$ cat config.mk
export PLATFORM = sky130hd
export DESIGN_NAME = rtl_kernel_wizard_0_example_axi_write_master
export DESIGN_NICKNAME = d
export VERILOG_FILES = /design/src/rtl/rtl_kernel_wizard_0_example_axi_write_master.sv
export SDC_FILE = /design/constraint.sdc
export NUM_CORES = 1
export LEC_CHECK = 0
export BUFFER_PORTS_ARGS = -buffer_cell sky130_fd_sc_hd__buf_2
export CAP_MARGIN = 20
export CORE_AREA = 2 2 498 500
export CTS_BUF_LIST = sky130_fd_sc_hd__clkbuf_4
export DETAILED_ROUTE_END_ITERATION = 8
export DIE_AREA = 0 0 500 502
export PLACE_DENSITY = 0.3
export SLEW_MARGIN = 20
export SYNTH_ARGS = -nofsm -noshare
export SYNTH_HDL_FRONTEND = slang
export SYNTH_SLANG_ARGS = --single-unit
$ cat constraint.sdc
create_clock -name aclk -period 6.35 [get_ports aclk]
set_input_delay 0.9525 -clock aclk [delete_from_list [all_inputs] [get_ports aclk]]
set_output_delay 0.9525 -clock aclk [all_outputs]
set_load 0.005 [all_outputs]
$ cat src/rtl/rtl_kernel_wizard_0_example_axi_write_master.sv
// AXI4 write master: turns an AXI4-Stream into fixed-size INCR bursts and pulses done when all B's return.
// Optional macro WR_ERR_CHECK_EN adds m_axi_bresp and a sticky ctrl_error flag.
module rtl_kernel_wizard_0_example_axi_write_master #(
   parameter int unsigned C_M_AXI_ADDR_WIDTH = 64,
   parameter int unsigned C_M_AXI_DATA_WIDTH = 512,
   parameter int unsigned C_XFER_SIZE_WIDTH  = 32,
   parameter int unsigned C_BURST_LEN        = 16,
   parameter int unsigned C_MAX_OUTSTANDING  = 16
) (
   input  logic                              aclk,
   input  logic                              aresetn,
   input  logic                              ctrl_start,
   output logic                              ctrl_done,
   input  logic [C_M_AXI_ADDR_WIDTH-1:0]     ctrl_addr_offset,
   input  logic [C_XFER_SIZE_WIDTH-1:0]      ctrl_xfer_size_in_bytes,
`ifdef WR_ERR_CHECK_EN
   output logic                              ctrl_error,
   input  logic [1:0]                        m_axi_bresp,
`endif
   output logic                              m_axi_awvalid,
   input  logic                              m_axi_awready,
   output logic [C_M_AXI_ADDR_WIDTH-1:0]     m_axi_awaddr,
   output logic [7:0]                        m_axi_awlen,
   output logic                              m_axi_wvalid,
   input  logic                              m_axi_wready,
   output logic [C_M_AXI_DATA_WIDTH-1:0]     m_axi_wdata,
   output logic [C_M_AXI_DATA_WIDTH/8-1:0]   m_axi_wstrb,
   output logic                              m_axi_wlast,
   input  logic                              m_axi_bvalid,
   output logic                              m_axi_bready,
   input  logic                              s_axis_tvalid,
   output logic                              s_axis_tready,
   input  logic [C_M_AXI_DATA_WIDTH-1:0]     s_axis_tdata
);

   localparam int unsigned BytesPerBeat = C_M_AXI_DATA_WIDTH / 8;
   localparam int unsigned LogBpb       = $clog2(BytesPerBeat);
   localparam int unsigned BeatW        = C_XFER_SIZE_WIDTH;
   localparam int unsigned OutW         = $clog2(C_MAX_OUTSTANDING + 1);
   localparam int unsigned CntW         = $clog2(C_BURST_LEN + 1);
   localparam logic [C_M_AXI_ADDR_WIDTH-1:0] AddrMask =
      ~(C_M_AXI_ADDR_WIDTH'(BytesPerBeat - 1));

   typedef enum logic [1:0] {StIdle, StRun, StDone} state_e;

   state_e                          r_state, w_state_nxt;
   logic [C_M_AXI_ADDR_WIDTH-1:0]   r_awaddr, w_awaddr_nxt;
   logic [BeatW-1:0]                r_aw_beats_left, w_aw_beats_left_nxt;
   logic [BeatW-1:0]                r_w_beats_left, w_w_beats_left_nxt;
   logic [BeatW-1:0]                r_aw_issued, w_aw_issued_nxt;
   logic [BeatW-1:0]                r_w_done, w_w_done_nxt;
   logic [CntW-1:0]                 r_w_beat_cnt, w_w_beat_cnt_nxt;
   logic [OutW-1:0]                 r_outstanding, w_outstanding_nxt;
   logic                            r_done, w_done_nxt;
   logic                            r_bready;
`ifdef WR_ERR_CHECK_EN
   logic                            r_error, w_error_nxt;
`endif

   logic                            w_run;
   logic                            w_awvalid;
   logic [7:0]                      w_awlen;
   logic [8:0]                      w_awbeats;
   logic                            w_permit;
   logic                            w_wlast;
   logic                            w_aw_hs;
   logic                            w_w_hs;
   logic                            w_b_hs;
   logic [BeatW-1:0]                w_total_beats;

   assign w_total_beats = BeatW'(({1'b0, ctrl_xfer_size_in_bytes} +
                                  (BeatW + 1)'(BytesPerBeat - 1)) >> LogBpb);

   // awvalid/awlen derive from registers that only move on an AW handshake, so they stay stable.
   assign w_run     = (r_state == StRun);
   assign w_awvalid = w_run && (r_aw_beats_left != '0) &&
                      (r_outstanding < OutW'(C_MAX_OUTSTANDING));
   assign w_awlen   = (r_aw_beats_left >= BeatW'(C_BURST_LEN)) ? 8'(C_BURST_LEN - 1) :
                                                                 8'(r_aw_beats_left - BeatW'(1));
   assign w_awbeats = {1'b0, w_awlen} + 9'd1;

   // W may only run inside bursts whose AW has already been accepted.
   assign w_permit  = w_run && (r_aw_issued != r_w_done);
   // Every burst is full-length except possibly the final one, which ends on the last beat.
   assign w_wlast   = (r_w_beat_cnt == CntW'(C_BURST_LEN - 1)) ||
                      (r_w_beats_left == BeatW'(1));

   assign w_aw_hs   = w_awvalid && m_axi_awready;
   assign w_w_hs    = w_permit && s_axis_tvalid && m_axi_wready;
   assign w_b_hs    = m_axi_bvalid && r_bready;

   assign m_axi_awvalid = w_awvalid;
   assign m_axi_awaddr  = r_awaddr;
   assign m_axi_awlen   = w_awlen;
   assign m_axi_wvalid  = s_axis_tvalid && w_permit;
   assign m_axi_wdata   = s_axis_tdata;
   assign m_axi_wstrb   = '1;
   assign m_axi_wlast   = w_wlast;
   assign m_axi_bready  = r_bready;
   assign s_axis_tready = m_axi_wready && w_permit;
   assign ctrl_done     = r_done;
`ifdef WR_ERR_CHECK_EN
   assign ctrl_error    = r_error;
`endif

   always_comb begin
      w_state_nxt         = r_state;
      w_awaddr_nxt        = r_awaddr;
      w_aw_beats_left_nxt = r_aw_beats_left;
      w_w_beats_left_nxt  = r_w_beats_left;
      w_aw_issued_nxt     = r_aw_issued;
      w_w_done_nxt        = r_w_done;
      w_w_beat_cnt_nxt    = r_w_beat_cnt;
      w_outstanding_nxt   = r_outstanding;
      w_done_nxt          = (r_state == StDone);
`ifdef WR_ERR_CHECK_EN
      w_error_nxt         = r_error;
`endif

      case (r_state)
         StIdle: begin
            if (ctrl_start) begin
               w_awaddr_nxt        = ctrl_addr_offset & AddrMask;
               w_aw_beats_left_nxt = w_total_beats;
               w_w_beats_left_nxt  = w_total_beats;
               w_aw_issued_nxt     = '0;
               w_w_done_nxt        = '0;
               w_w_beat_cnt_nxt    = '0;
               w_state_nxt         = (w_total_beats == '0) ? StDone : StRun;
`ifdef WR_ERR_CHECK_EN
               w_error_nxt         = 1'b0;
`endif
            end
         end
         StRun: begin
            if (w_aw_hs) begin
               w_awaddr_nxt        = r_awaddr + (C_M_AXI_ADDR_WIDTH'(w_awbeats) << LogBpb);
               w_aw_beats_left_nxt = r_aw_beats_left - BeatW'(w_awbeats);
               w_aw_issued_nxt     = r_aw_issued + BeatW'(1);
            end
            if (w_w_hs) begin
               w_w_beats_left_nxt = r_w_beats_left - BeatW'(1);
               if (w_wlast) begin
                  w_w_beat_cnt_nxt = '0;
                  w_w_done_nxt     = r_w_done + BeatW'(1);
               end else begin
                  w_w_beat_cnt_nxt = r_w_beat_cnt + CntW'(1);
               end
            end
            // All bursts requested and none outstanding means every B has come back.
            if ((r_aw_beats_left == '0) && (r_outstanding == '0)) begin
               w_state_nxt = StDone;
            end
         end
         StDone: w_state_nxt = StIdle;
         default: w_state_nxt = StIdle;
      endcase

      if (w_aw_hs && !w_b_hs) begin
         w_outstanding_nxt = r_outstanding + OutW'(1);
      end else if (!w_aw_hs && w_b_hs && (r_outstanding != '0)) begin
         w_outstanding_nxt = r_outstanding - OutW'(1);
      end

`ifdef WR_ERR_CHECK_EN
      if (w_b_hs && (m_axi_bresp != 2'b00)) begin
         w_error_nxt = 1'b1;
      end
`endif
   end

   always_ff @(posedge aclk or negedge aresetn) begin
      if (!aresetn) begin
         r_state         <= StIdle;
         r_awaddr        <= '0;
         r_aw_beats_left <= '0;
         r_w_beats_left  <= '0;
         r_aw_issued     <= '0;
         r_w_done        <= '0;
         r_w_beat_cnt    <= '0;
         r_outstanding   <= '0;
         r_done          <= 1'b0;
         r_bready        <= 1'b0;
`ifdef WR_ERR_CHECK_EN
         r_error         <= 1'b0;
`endif
      end else begin
         r_state         <= w_state_nxt;
         r_awaddr        <= w_awaddr_nxt;
         r_aw_beats_left <= w_aw_beats_left_nxt;
         r_w_beats_left  <= w_w_beats_left_nxt;
         r_aw_issued     <= w_aw_issued_nxt;
         r_w_done        <= w_w_done_nxt;
         r_w_beat_cnt    <= w_w_beat_cnt_nxt;
         r_outstanding   <= w_outstanding_nxt;
         r_done          <= w_done_nxt;
         r_bready        <= 1'b1;
`ifdef WR_ERR_CHECK_EN
         r_error         <= w_error_nxt;
`endif
      end
   end

endmodule

Word level (Yosys, flattened, before mapping)
Cells that the tools add are included.
{"block": "word_totals", "ff_bits": 206, "inputBits": 615, "out_inout_bits": 654, "elab_cells": 85}
{"block": "classes", "addsub": 11, "magnitude_cmp": 2, "eq_ne": 10, "n_mux": 25, "reduce_logical": 27}
{"cell": "32-bit one-hot mux with 2 select lines", "n": 4}
{"cell": "32-bit 2-to-1 mux", "n": 7}
{"cell": "64-bit 2-to-1 mux", "n": 2}
{"cell": "64-bit one-hot mux with 2 select lines", "n": 1}
{"cell": "32-bit by 1-bit adder with 32-bit output, second input constant", "n": 2}
{"cell": "64-bit by 15-bit adder with 64-bit output", "n": 1}
{"cell": "32-bit logical NOT", "n": 2}
{"cell": "32-bit by 6-bit adder with 33-bit output, second input constant", "n": 1}
{"cell": "32-bit by 1-bit equality test with 1-bit output, second input constant", "n": 1}
{"cell": "32-bit by 5-bit greater-or-equal comparator with 1-bit output, second input constant", "n": 1}
{"cell": "32-bit != test", "n": 1}
{"cell": "32-bit nonzero test", "n": 1}
{"cell": "32-bit by 1-bit subtractor with 32-bit output, second input constant", "n": 1}
{"cell": "32-bit by 9-bit subtractor with 32-bit output", "n": 1}
{"cell": "5-bit 2-to-1 mux", "n": 5}
{"cell": "1-bit logical AND", "n": 12}
{"cell": "5-bit by 1-bit adder with 5-bit output, second input constant", "n": 2}
{"cell": "5-bit one-hot mux with 2 select lines", "n": 1}
{"cell": "8-bit by 1-bit adder with 9-bit output, second input constant", "n": 1}
{"cell": "8-bit 2-to-1 mux", "n": 1}
{"cell": "8-bit by 1-bit subtractor with 8-bit output, second input constant", "n": 1}
{"cell": "2-bit 2-to-1 mux", "n": 3}
{"cell": "2-bit by 1-bit != test with 1-bit output, second input constant", "n": 3}
{"cell": "3-bit AND reduction", "n": 2}
{"cell": "other kinds (15)", "n": 18}

Logic depth before layout (Yosys ltp)
Gate-level depths: netlist of the first run.
{"block": "depth", "depth_word": 9, "depth_mapped": 19}

Worst setup path after synthesis of the first run
Ideal clock, no wire load.
{"block": "synth_timing", "path_type": "reg-to-reg", "start": "register r_aw_beats_left[23]", "end": "register r_awaddr[58] (netlist: m_axi_awaddr[58])", "arrival_ns": 4.675, "required_time_ns": 6.256, "slack_ns": 1.581, "path_stages_with_launch": 15, "synth_period_minus_slack_ns": 4.769, "path_cell_list": "dfrtp_1 > or4_4 > or4_4 > nor3_1 > clkbuf_1 > nand2_1 > ha_1 > fa_1 > a211oi_1 > o21bai_1 > a2111oi_0 > nor3_1 > nand3_1 > o22ai_1 > a211oi_1"}
{"block": "synth_via", "elab_chain_len": 6}
{"item": "start, declared", "line": "48", "source": "logic [BeatW-1:0] r_aw_beats_left, w_aw_beats_left_nxt;"}
{"item": "start signal, assigned", "line": "190", "source": "r_aw_beats_left <= w_aw_beats_left_nxt;"}
{"item": "32-bit by 5-bit greater-or-equal comparator with 1-bit output", "line": "78", "source": "assign w_awlen = (r_aw_beats_left >= BeatW'(C_BURST_LEN)) ? 8'(C_BURST_LEN - 1) :"}
{"item": "8-bit 2-to-1 mux", "line": "78"}
{"item": "via m_axi_awlen[0]", "line": "23", "source": "output logic [7:0] m_axi_awlen,"}
{"item": "8-bit by 1-bit adder with 9-bit output", "line": "80", "source": "assign w_awbeats = {1'b0, w_awlen} + 9'd1;"}
{"item": "64-bit by 15-bit adder with 64-bit output", "line": "137", "source": "w_awaddr_nxt = r_awaddr + (C_M_AXI_ADDR_WIDTH'(w_awbeats) << LogBpb);"}
{"item": "64-bit 2-to-1 mux", "line": "136", "source": "if (w_aw_hs) begin"}
{"item": "64-bit one-hot mux with 2 select lines", "line": "120", "source": "case (r_state)"}
{"item": "end signal, assigned", "line": "189", "source": "r_awaddr <= w_awaddr_nxt;"}
{"item": "end, declared", "line": "47", "source": "logic [C_M_AXI_ADDR_WIDTH-1:0] r_awaddr, w_awaddr_nxt;"}
The timed path passes the listed nets, and every way through them passes these cells. The select of a mux whose other input is x is not followed.
A chain may end at the register's enable or synchronous reset.

Final worst setup path of the first run
{"block": "layout_timing", "start": "register r_aw_beats_left[23]", "end": "register r_awaddr[62] (netlist: m_axi_awaddr[62])"}
{"block": "layout_via", "elab_chain_len": 6}
{"item": "32-bit by 5-bit greater-or-equal comparator with 1-bit output / 32-bit nonzero test (equally long branches)", "line": "78, 76"}
{"item": "8-bit 2-to-1 mux / 1-bit logical AND (equally long branches)", "line": "78, 76"}
{"item": "8-bit by 1-bit adder with 9-bit output / 1-bit logical AND (equally long branches)", "line": "80, 76"}
{"item": "64-bit by 15-bit adder with 64-bit output / 1-bit logical AND (equally long branches)", "line": "137, 88"}
{"item": "64-bit 2-to-1 mux / 2-bit by 1-bit != test with 1-bit output (equally long branches)"}
{"item": "64-bit one-hot mux with 2 select lines / 3-bit AND reduction (equally long branches)"}
Parallel ways exist; a longest one is shown, timed or not. The select of a mux whose other input is x is not followed.

==> out/metrics.cfg, run 1 <==
[worst_setup_path]
critical_path_arrival_ns = 6.25
slowest_stage = or4_4
crit_required_ns = 6.99
cp_top_family = simple AND/OR/NAND/NOR gates
crit_chain = or4_4, or4_4, nor3_2, nand2_1, ha_1, nand3_1, xnor2_1, ha_1, o21ai_0, o21bai_1, a2111oi_2, buf_4, nor3_1, nand3_1, o32ai_1, a211oi_1
crit_cells = 16
reg2regPathDepth = 16
crit_fanout = 7
cp.buffers_inverters = 1
crit_path_start_kind = flip-flop
crit_type = flip-flop to flip-flop
max_stage_delay_ns = 0.58
critPathCaptureType = flip-flop

[floorplanning]
rows = 182
initial_utilization_pct = 7.20
die_h_um = 502
core-area_mm2 = 0.245
die_w_um = 500
num_io_pins = 1269
die-area_mm2 = 0.251

[routing]
vias = 13852
wirelength_um = 108000
drc = 0
ant_nets = 0
post_drt_wl_per_cell_um = 21.4
dr.pass1.iters = 5
drt_iter0_markers = 767
viasPerCell = 2.75

[timing]
hold_violations = 0
setup_slack_ns = 0.743
worst_pin_slew_ns = 1.06
relSlewSlack_pct = 28.5
slew_violations = 0
setup_viol = 0
finalSetupTns_ns = 0
fmax_mhz = 178
worst_clock_skew_ns = 0.0734
period_needed_ns = 5.61
finalCritPeriodShare_pct = 88.3
rsz0062_at_grt = no

[clock_network]
clk_pin_slew_ns = 0.20
cts_resized = 0
cts_tree = yes
cts_hold_buf = 0
clock_sinks = 200
clock_path_buffers = 2
clk_latency_ns = 0.78
cts_setup_buffers = 0
cts_root_buf = clkbuf_4
htree_levels = 4
cts_made_buffers = 17

[synth]
syn_inst = 2170
synth_area_mm2 = 0.0176
synthTopCellsByCount = buf_4 (588), dfrtp_1 (200), nor2_1 (174)
ys_seq_elements = 200
synth_area_per_cell_um2 = 8.13
yosysMostFrequentCell = buf_4
synthArstFlopShare_pct = 100
yosysWarningCount = 0
yosys.area.top_type = dfrtp_1
synthFlopType = dfrtp_1
yosys.cell_types.count = 81
ys_seq_area_share_pct = 28.4
synth_area_leaders = dfrtp_1 (28%), buf_4 (25%), xnor2_1 (3.8%)
netlist.area_leader.share_pct = 28.4
synth_edf_count = 0

[power_and_ir_drop]
finalPower_mw = 3.83
ir_worst_vdd_mv = 0.143
power.density_mw_per_mm2 = 205
p_leak_nw = 6.46

[grt]
antenna_found_initial = 22
first_global_vias = 13896
grt_max_degree = 75
grt_pass1_wl_um = 140000
grt-ovfl-total = 0
grt_use_total_pct = 8.29

[placed_design]
gp_congestion = 0.731
place_ws_ns = 0.776
dpl.hpwl_um = 89800
portBuffers = 168

[cells_and_area]
drive_gt1_share_pct = 14.8
final_util_pct = 7.61
area_delta_synth_final_pct = 5.80
nNetsFinal = 2441

[job]
cap_violations = 0

[run_status]
outcome = completed

[min_path]
hold_path_class = primary input to async pin

-- layer usage --
layer	wire length, um	global-route usage, %
met5	275	0.752
met1	31800	7.13
met4	6880	4.90
met2	50300	13.6
met3	18300	6.28
-- sequential cells by signal (all words and copies together) (netlist names) --
signal	count
r_outstanding	5
r_aw_issued	32
r_state	2
r_w_beats_left	32
m_axi_bready	1
r_w_beat_cnt	5
m_axi_awaddr	58
r_aw_beats_left	32
r_w_done	32
ctrl_done	1
-- power breakdown --
part	switching, mW	leakage (nW)	total, mW	internal [mW]
combinational	0.831	3.72	1.33	0.500
clock	0.606	0.165	0.824	0.218
sequential	0.224	2.57	1.67	1.45
total	1.66	6.46	3.83	2.17
-- stage by stage --
step / cells / hold slack [ns] / instance area (um2)
floorplan: 2240 / 0.431 / 17900
detailed placement: 4995 / 0.483 / 18400
finish: 5029 / 0.118 / 18700
CTS: 5027 / 0.0713 / 18700
global placement: 4995 / 0.489 / 18400
global route: 5029 / 0.101 / 18700
-- cells by family after synthesis --
| kind of cell | after synthesis | synth area share, % |
|---|---|---|
| other | 2 | 0.0426 |
| and+or+nand+nor | 696 | 19.7 |
| xor gates and xnor gates | 117 | 5.81 |
| buffers and inverters | 698 | 27.5 |
| DFF | 200 | 28.4 |
| adders and majority gates | 32 | 2.40 |
| AOI/OAI and AO/OA | 407 | 15.1 |
| muxes | 18 | 1.04 |
-- final cells by class --
| class | count | area, um2 |
|---|---|---|
| Sequential cell | 200 | 5000 |
| Tap cell | 3220 | 4030 |
| Inverter | 35 | 131 |
| Clock buffer | 17 | 128 |
| Timing Repair Buffer | 198 | 1090 |
| Fill cell | 28717 | 227000 |
| Antenna cell | 2 | 5.00 |
| Multi-Input combinational cell | 1342 | 8100 |
| Clock inverter | 15 | 181 |
-- placed cells by master, fill, tap and decap left out, types with 34 or more instances in the layout --
cell type  netlist  layout
a21oi_1        122     122
and3_1          37      37
buf_2            5     167
conb_1           2      72
dfrtp_1        200     200
inv_1           34      34
nand2_1        165     165
nand3_1         77      77
nand4_1         37      37
nor2_1         174     173
nor3_1          69      68
nor4_1          41      41
o21ai_0         81      81
xnor2_1         76      76
xor2_1          41      41
-- path summary, 6_finish.rpt --
kind | start | end | slack, ns
min reg2reg | m_axi_awaddr[42] | m_axi_awaddr[42] | 0.52
max | r_aw_beats_left[23] | m_axi_awaddr[62] | 0.74
max reg2reg | r_aw_beats_left[23] | m_axi_awaddr[62] | 0.74
min in group aclk | ctrl_addr_offset[7] | m_axi_awaddr[7] | 0.41
min | aresetn | m_axi_awaddr[31] | 0.12
max in group asynchronous | aresetn | r_outstanding[1] | 4.88
No activity file was read; power rests on OpenSTA's default activity.
==> run 2: changes to the inputs <==
Clock period 6.35 ns to 6 ns, I/O delays scaled along.
==> run 2 against run 1 <==
Against the previous run:
- sequential power grew 6%
- routed wire length shrank 0.17%
- sequential cell count is the same
- critical endpoint unchanged
- die area is the same
- clock skew shrank 0.0011 ns
- critical path type unchanged
- global-route usage shrank 0.064 points
- via count grew 0.88%
- fmax grew 2.0%
==> out/metrics.cfg, run 2 (synthesis gave the netlist of run 1 again) <==
[timing]
worst_clock_skew_ns = 0.0724  ; -0.00108 ns
hold_violations = 0  ; unchanged
slew_violations = 0  ; unchanged
worst_pin_slew_ns = 1.06  ; +0.00252 ns
finalCritPeriodShare_pct = 91.6  ; +3.3 points
relSlewSlack_pct = 28.4  ; -0.17 points
rsz0062_at_grt = no
period_needed_ns = 5.50  ; -0.111 ns
fmax_mhz = 182  ; +2.0%
setup_viol = 0  ; unchanged
finalSetupTns_ns = 0  ; unchanged

[floorplanning]
num_io_pins = 1269  ; unchanged
initial_utilization_pct = 7.20  ; unchanged
die-area_mm2 = 0.251  ; unchanged
rows = 182  ; unchanged
die_w_um = 500  ; unchanged
die_h_um = 502  ; unchanged
core-area_mm2 = 0.245  ; unchanged

[worst_setup_path]
r2r_end = m_axi_awaddr[62]
crit_path_start_kind = flip-flop
reg2reg_from = r_aw_beats_left[25]
reg2reg_slack_ns = 0.50  ; -0.24 ns
crit_required_ns = 6.65  ; -0.34 ns
critPathCaptureType = flip-flop
reg2regPathDepth = 16  ; unchanged
critical_path_arrival_ns = 6.15  ; -0.10 ns
crit_type = flip-flop to flip-flop
crit_fanout = 7  ; unchanged

[job]
cap_violations = 0  ; unchanged

[clock_network]
cts_root_buf = clkbuf_4
clk_latency_ns = 0.80  ; +0.02 ns
clock_path_buffers = 2  ; unchanged
clock_sinks = 200  ; unchanged
cts_setup_buffers = 0  ; unchanged
clk_pin_slew_ns = 0.24  ; +0.04 ns
cts_made_buffers = 17  ; unchanged
htree_levels = 4  ; unchanged
cts_tree = yes

[grt]
grt_max_degree = 131  ; +75%
grt_use_total_pct = 8.23  ; -0.064 points
antenna_found_initial = 22  ; unchanged
grt_pass1_wl_um = 139000  ; -0.80%
first_global_vias = 13951  ; +0.40%
grt-ovfl-total = 0  ; unchanged

[cells_and_area]
post-route-cell-area_mm2 = 0.0187  ; +0.25%
final_cell_mix = dfrtp_1 (200), nor2_1 (173), buf_2 (167)
drive_gt1_share_pct = 14.9  ; +0.039 points
layout.cells.most_common = dfrtp_1
largest_reg_flops = 58  ; unchanged
nNetsFinal = 2443  ; +0.082%
area_delta_synth_final_pct = 6.07

[routing]
drc = 0  ; unchanged
ant_nets = 0  ; unchanged
drt_iter0_markers = 769  ; +0.26%
wirelength_um = 107000  ; -0.17%
viasPerCell = 2.78  ; +0.82%
dr.pass1.iters = 5  ; unchanged
post_drt_wl_per_cell_um = 21.3  ; -0.23%
vias = 13974  ; +0.88%

[run_status]
outcome = completed

[min_path]
holdCritStartpoint = ctrl_addr_offset[42]
holdPathStages = 3
min_to = m_axi_awaddr[42]
hold_path_class = primary input to flip-flop

[placed_design]
gp_congestion = 0.733  ; +0.36%
portBuffers = 168  ; unchanged
dpl_cell_area_mm2 = 0.0184  ; +0.11%
dpl.hpwl_um = 89500  ; -0.32%

[power_and_ir_drop]
p_leak_nw = 6.48  ; +0.32%
power.density_mw_per_mm2 = 218  ; +6.5%
ir_worst_vdd_mv = 0.132  ; -8.3%

-- run 2: critical path, cell delays in order, from the launching register on --
cell and delay (ns):
dfrtp_1 0.47, or4_4 0.56, or4_4 0.48, nor3_2 0.49, nand2_1 0.24, ha_1 0.28
nand3_1 0.15, xnor2_1 0.12, ha_1 0.34, o21ai_0 0.12, o21bai_1 0.39, a2111oi_2 0.14
buf_4 0.20, nor3_1 0.46, nand3_1 0.45, o32ai_1 0.36, a211oi_1 0.11
-- run 2: where the power goes --
| part | leakage (nW) | internal, mW | switching, mW |
|---|---|---|---|
| Clock | 0.172 | 0.272 | 0.630 |
| Combinational | 3.74 | 0.532 | 0.882 |
| Sequential | 2.57 | 1.53 | 0.239 |
-- run 2: metrics by stage --
stage               instances  setup WS, ns  total power, mW  util [%]  hold slack [ns]
finish                   5032         0.504             4.09      7.63            0.331
global route             5031         0.127             4.42      7.63            0.274
detailed placement       4996         0.543             3.24      7.49            0.484
floorplan                2240          1.23             2.96         -            0.431
CTS                      5029         0.482             4.19      7.63            0.234
global placement         4996         0.568             3.24      7.49            0.484
-- run 2: final cells by class --
type                    instances  area, um2
well taps                    3220       4030
clock buffers                  18        135
inverters                      35        131
fillers                     28749     227000
diodes                          3       7.51
flip-flops and latches        200       5000
clock inverters                14        189
multi-input cells            1342       8100
repair buffers                200       1120
-- run 2: timing repair --
action,4_1_cts,5_1_grt
hold buffers,1,0
gates resized for setup,0,0
endpoints found under the hold margin,45,0
-- run 2: per-layer routing --
metal,share of wire [%],GRT usage (%)
met5,0.26,0.791
met4,6.4,4.83
met3,17,6.22
met2,47,13.6
met1,30,6.97
-- run 2: worst max path at each step --
stage	from	to	slack [ns]	cells past startpoint
after floorplan	r_aw_beats_left[23]	m_axi_awaddr[58]	1.23	14
after global placement	r_aw_beats_left[23]	m_axi_awaddr[62]	0.57	16
after detailed placement	r_aw_beats_left[23]	m_axi_awaddr[62]	0.54	16
after CTS	r_aw_beats_left[25]	m_axi_awaddr[62]	0.48	16
after global routing	r_aw_beats_left[23]	m_axi_awaddr[62]	0.13	16
final	r_aw_beats_left[25]	m_axi_awaddr[62]	0.50	16
